[src/rtl/sbmips_pkg.sv]
// Shared sbmips definitions: reset vector, NOP encoding, fetch FSM states and the
// (pc, inst) pair carried between fetch and decode.
package sbmips_pkg;

    localparam logic [29:0] RESET_VECTOR_DEF = 30'h2FF00000;
    localparam logic [31:0] NOP              = 32'h0000_0000;

    typedef logic [1:0] fetch_state_t;
    localparam fetch_state_t ST_REQ   = 2'd0;
    localparam fetch_state_t ST_HOLD  = 2'd1;
    localparam fetch_state_t ST_DRAIN = 2'd2;

    typedef struct packed {
        logic [29:0] pc;
        logic [31:0] inst;
    } fetch_pair_t;

endpackage

[src/rtl/fetch_hold_buf.sv]
// One-entry (pc, inst) buffer that parks a fetch completing while decode is stalled.
// clear wins over load; unload only drops the full flag.
module fetch_hold_buf
    import sbmips_pkg::*;
(
    input  logic        clk,
    input  logic        rst,
    input  logic        load,
    input  logic        unload,
    input  logic        clear,
    input  fetch_pair_t din,
    output fetch_pair_t dout,
    output logic        full
);

    always_ff @(posedge clk or posedge rst) begin
        if (rst) begin
            full <= 1'b0;
            dout <= '{pc: 30'h0, inst: NOP};
        end else if (clear) begin
            full <= 1'b0;
        end else if (load) begin
            full <= 1'b1;
            dout <= din;
        end else if (unload) begin
            full <= 1'b0;
        end
    end

endmodule

[src/rtl/inst_fetch.sv]
// sbmips instruction fetch: PC sequencing, imem req/ack, stall hold and redirect flush.
// Define IFETCH_PERF_CNT_EN to add the perf_fetched / perf_stall_cycles counters.
module inst_fetch
    import sbmips_pkg::*;
#(
    parameter logic [29:0] RESET_VECTOR = RESET_VECTOR_DEF
) (
    input  logic        clk,
    input  logic        rst,
    input  logic        stall,
    input  logic        redirect,
    input  logic [29:0] redirect_pc,
    output logic        imem_req,
    output logic [29:0] imem_addr,
    input  logic        imem_ack,
    input  logic [31:0] imem_rdata,
    output logic        valid,
    output logic [29:0] pc_out,
    output logic [31:0] inst_out
`ifdef IFETCH_PERF_CNT_EN
    ,
    output logic [31:0] perf_fetched,
    output logic [31:0] perf_stall_cycles
`endif
);

    fetch_state_t state;
    logic [29:0]  target;
    logic         slot_free;
    logic         hb_load, hb_unload, hb_clear, hb_full;
    fetch_pair_t  hb_dout;

    assign imem_req  = (state != ST_HOLD);
    assign slot_free = !valid || !stall;

    always_comb begin
        hb_load   = 1'b0;
        hb_unload = 1'b0;
        hb_clear  = redirect;
        if (!redirect) begin
            hb_load   = (state == ST_REQ) && imem_ack && !slot_free;
            hb_unload = (state == ST_HOLD) && !stall;
        end
    end

    fetch_hold_buf u_hold (
        .clk    (clk),
        .rst    (rst),
        .load   (hb_load),
        .unload (hb_unload),
        .clear  (hb_clear),
        .din    ('{pc: imem_addr, inst: imem_rdata}),
        .dout   (hb_dout),
        .full   (hb_full)
    );

    always_ff @(posedge clk or posedge rst) begin
        if (rst) begin
            state     <= ST_REQ;
            imem_addr <= RESET_VECTOR;
            target    <= RESET_VECTOR;
            valid     <= 1'b0;
            pc_out    <= 30'h0;
            inst_out  <= NOP;
        end else begin
            case (state)
                ST_REQ: begin
                    if (redirect) begin
                        valid <= 1'b0;
                        if (imem_ack) begin
                            imem_addr <= redirect_pc;
                        end else begin
                            // request still in flight: address must stay put until ack
                            target <= redirect_pc;
                            state  <= ST_DRAIN;
                        end
                    end else if (imem_ack) begin
                        imem_addr <= imem_addr + 30'd1;
                        if (slot_free) begin
                            pc_out   <= imem_addr;
                            inst_out <= imem_rdata;
                            valid    <= 1'b1;
                        end else begin
                            state <= ST_HOLD;
                        end
                    end else if (valid && !stall) begin
                        valid <= 1'b0;
                    end
                end
                ST_HOLD: begin
                    if (redirect) begin
                        valid     <= 1'b0;
                        imem_addr <= redirect_pc;
                        state     <= ST_REQ;
                    end else if (!stall && hb_full) begin
                        pc_out   <= hb_dout.pc;
                        inst_out <= hb_dout.inst;
                        valid    <= 1'b1;
                        state    <= ST_REQ;
                    end
                end
                ST_DRAIN: begin
                    if (redirect) begin
                        valid  <= 1'b0;
                        target <= redirect_pc;
                    end
                    if (imem_ack) begin
                        imem_addr <= redirect ? redirect_pc : target;
                        state     <= ST_REQ;
                    end
                end
                default: state <= ST_REQ;
            endcase
        end
    end

`ifdef IFETCH_PERF_CNT_EN
    always_ff @(posedge clk or posedge rst) begin
        if (rst) begin
            perf_fetched      <= 32'h0;
            perf_stall_cycles <= 32'h0;
        end else begin
            if (valid && !stall) perf_fetched      <= perf_fetched + 32'd1;
            if (valid && stall)  perf_stall_cycles <= perf_stall_cycles + 32'd1;
        end
    end
`endif

endmodule

[config.mk]
export PLATFORM = sky130hd
export DESIGN_NAME = inst_fetch
export DESIGN_NICKNAME = d
export VERILOG_FILES = /design/src/rtl/sbmips_pkg.sv /design/src/rtl/fetch_hold_buf.sv /design/src/rtl/inst_fetch.sv
export SDC_FILE = /design/constraint.sdc
export NUM_CORES = 1
export LEC_CHECK = 0
export ABC_AREA = 0
export CAP_MARGIN = 20
export CORE_ASPECT_RATIO = 1.25
export CORE_MARGIN = 2
export CORE_UTILIZATION = 25
export DETAILED_ROUTE_END_ITERATION = 12
export PLACE_DENSITY_LB_ADDON = 0.1
export SLEW_MARGIN = 20
export SYNTH_ARGS = -nofsm -noshare
export SYNTH_HDL_FRONTEND = slang
export SYNTH_HIERARCHICAL = 1
export SYNTH_SLANG_ARGS = --single-unit
[constraint.sdc]
create_clock -name clk -period 8.88 [get_ports clk]
set_input_delay 1.332 -clock clk [delete_from_list [all_inputs] [get_ports clk]]
set_output_delay 1.332 -clock clk [all_outputs]
set_load 0.01 [all_outputs]
==> impl_results.md <==
- Status: finished, final reports clean
- Htree depth: 4
- Worst Skew: 0.007905 ns
- Fin worst setup slack: 4.840 ns
- Die Y-Extent: 222.3 um
- CTS Buffer Depth: 2
- Routed Antenna Nets: 0
- # rows: 79
- Largest family of logic cells by synthesized area: multiplexers
- Setup bufs post-CTS: 0
- I/O pin count: 161
- Commonest non-fill, non-tap cell in the layout: dfrtp_1
- Fmax: 247.5 MHz
- Seq/Total Area, Yosys: 49.60%
- GR Util All Layers: 14.95%
- Number of port buffers: 160
- Hold WC Path Type: flip-flop to flip-flop
- Layout area overhead: 27.19%
- Final hold viol count: 0
- Largest net degree at the start of global routing: 109
- Grt ovf: 0
- Startpoint types: primary input
- Clk sink count: 188
- Slew @ Worst Pin: 1.011 ns
- Final hold slack: 0.4779 ns
- Pre-CTS setup slack: 4.298 ns
- Hold Buf Count CTS: 0
- Ratio of cells with drive above 1 in the final layout: 18.40%
- Synthesized cell area: 9530 um2
- Max-cap violations: 0
- WL final: 28.86 mm
- Synth Area in Adders: 0.6564%
- Avg Synthesized Cell Area: 11.20 um2
- Core area: 37360 um2
- Vias after detailed routing: 7067
- DIE AREA: 39710 um2
- GPL Wtd Cong: 0.7533
- Crit-path max FO: 63
- Clk Latency, worst-skew pair: 0.45 ns
- Post-synth cell types: 64
- Total negative setup slack: 0 ns
- Num CTS Buffers: 17
- First-pass GRT wire length: 45.01 mm
- Post-synthesis cell count: 851
- Primary FF master, synth: dfrtp_1
- CTS tree: done
- Net Count, Synth: 923
- Worst rel slew slack: 32.60%
- Reg clk slew, reported paths: 0.07 ns
- P_leak: 0.004856 uW
- Initial core utilization: 25.51%
- Vias in the first global route: 7279
- Fraction of registers with async set/reset: 100.0%
- Final period utilization: 45.50%
- Post-DP HPWL: 18.86 mm
- Initial antenna violation count: 0
- Die span in x: 178.6 um
- Final max-slew violation count: 0
- Post-synthesis mux area share: 21.14%
- Avg Vias per Cell: 4.791
- Inserted Diodes: 0
- Final min period: 4.040 ns
- Root buf cell: clkbuf_16
- Syn. warnings: 6
- RSZ-0062 raised after global routing: false
- CP Class: primary input to flip-flop
- Worst setup EP type: flip-flop
- Wire per inst: 19.56 um
- Pre-antenna DRT Iters: 5
- Final layout net count: 1049
- Simple-Gate Fraction of Synth Area: 10.04%
- DRC viols: 0
- Most frequent cells in the layout: 170 x dfrtp_1, 159 x clkdlybuf4s50_1, 107 x nand2_1, 87 x o21ai_0, 64 x mux2i_1
- Post-cts sizing count: 0
- PwrDens: 348.6 nW/um2
- Register bit count reported by yosys: 188
- Critical Path AT: 4.38 ns
- Overall Power: 4225 uW
- Worst VDD drop: 0.0001430 V
- Final setup vio count: 0
- Post-Synth XOR/XNOR Area: 0.09190%
- Initial drt markers: 346
- Post-synth EDFFs: 0
- Worst EP required: 9.22 ns
- Compound-Gate Fraction of Synth Area: 14.15%
## sequential cells by signal, summed over array words and instances, names as in the netlist
register / count
inst_out: 32
imem_addr: 30
state: 2
target: 30
u_hold/dout: 62
pc_out: 30
valid: 1
u_hold/full: 1
## critical path, cell delays in order
cell	delay, ns
buf_2	0.09
buf_4	0.30
nor2b_1	0.27
and2_1	0.16
and3_1	0.18
nor2b_4	0.82
buf_4	0.76
mux2_2	0.40
## routing by layer
metal / global-route usage, % / part of all wire (%) / routed length [um]
met1: 19.87 / 46 / 13360
met2: 24.49 / 48 / 13890
met3: 2.652 / 3.7 / 1067
met4: 4.826 / 1.9 / 538
met5: 0 / 0 / 0
## Yosys cell counts (5+ instances only)
library cell / count / area (um2)
a21oi_1: 42 / 210.2
a221oi_1: 13 / 113.9
a22o_1: 6 / 52.55
a2bb2oi_1: 5 / 43.79
a31oi_1: 5 / 31.28
and3_1: 7 / 43.79
buf_1: 8 / 30.03
buf_12: 7 / 140.1
buf_2: 8 / 40.04
clkbuf_1: 38 / 142.6
dfrtp_1: 170 / 4254
dfstp_2: 18 / 473.0
ha_1: 5 / 62.56
inv_1: 13 / 48.80
mux2_2: 42 / 473.0
mux2_4: 60 / 900.9
mux2i_1: 64 / 640.6
nand2_1: 108 / 405.4
nand2b_1: 6 / 37.54
nand3_1: 19 / 95.09
nand4_1: 5 / 31.28
nor2_1: 17 / 63.81
nor3_1: 10 / 50.05
nor4_1: 6 / 37.54
o21ai_0: 87 / 435.4
o31ai_1: 8 / 60.06
## cell families after synthesis
kind of cell               after synthesis
xor gates and xnor gates                 1
buffers and inverters                   76
muxes                                  166
DFF                                    188
and+or+nand+nor                        202
adders and majority gates                5
AOI/OAI and AO/OA                      213
## report_power, final
group,internal [uW],total (uW),switching [uW]
Clock,480,845,365
Sequential,1270,1630,362
Combinational,923,1750,828
## final cells by class
class	count	area, um2
Clock buffer	18	439.2
Clock inverter	13	190.2
Fill cell	3806	25240
Inverter	13	53.80
Multi-Input combinational cell	587	4432
Sequential cell	188	4727
Tap cell	486	608.1
Timing Repair Buffer	170	1672
## final timing paths
path | start | to | slack, ns | cells after the start
setup / recovery | redirect | u_hold/dout[21] | 4.84 | 8
hold / removal | pc_out[2] | pc_out[2] | 0.48 | 2
setup reg to reg | state[1] | u_hold/dout[21] | 5.24 | 8
hold reg to reg | pc_out[2] | pc_out[2] | 0.48 | 2
max in group asynchronous | rst | pc_out[18] | 6.17 | 3
min in group asynchronous | rst | inst_out[21] | 1.49 | 2
## metrics by stage
step / util, % / cells / cell area, um2
5_1_grt: 32.44 / 1475 / 12120
3_5_place_dp: 30.75 / 1444 / 11490
2_1_floorplan: - / 851 / 9530
3_3_place_gp: 30.74 / 1444 / 11480
6_report: 32.44 / 1475 / 12120
4_1_cts: 32.44 / 1475 / 12120
No activity file was read; power rests on OpenSTA's default activity.
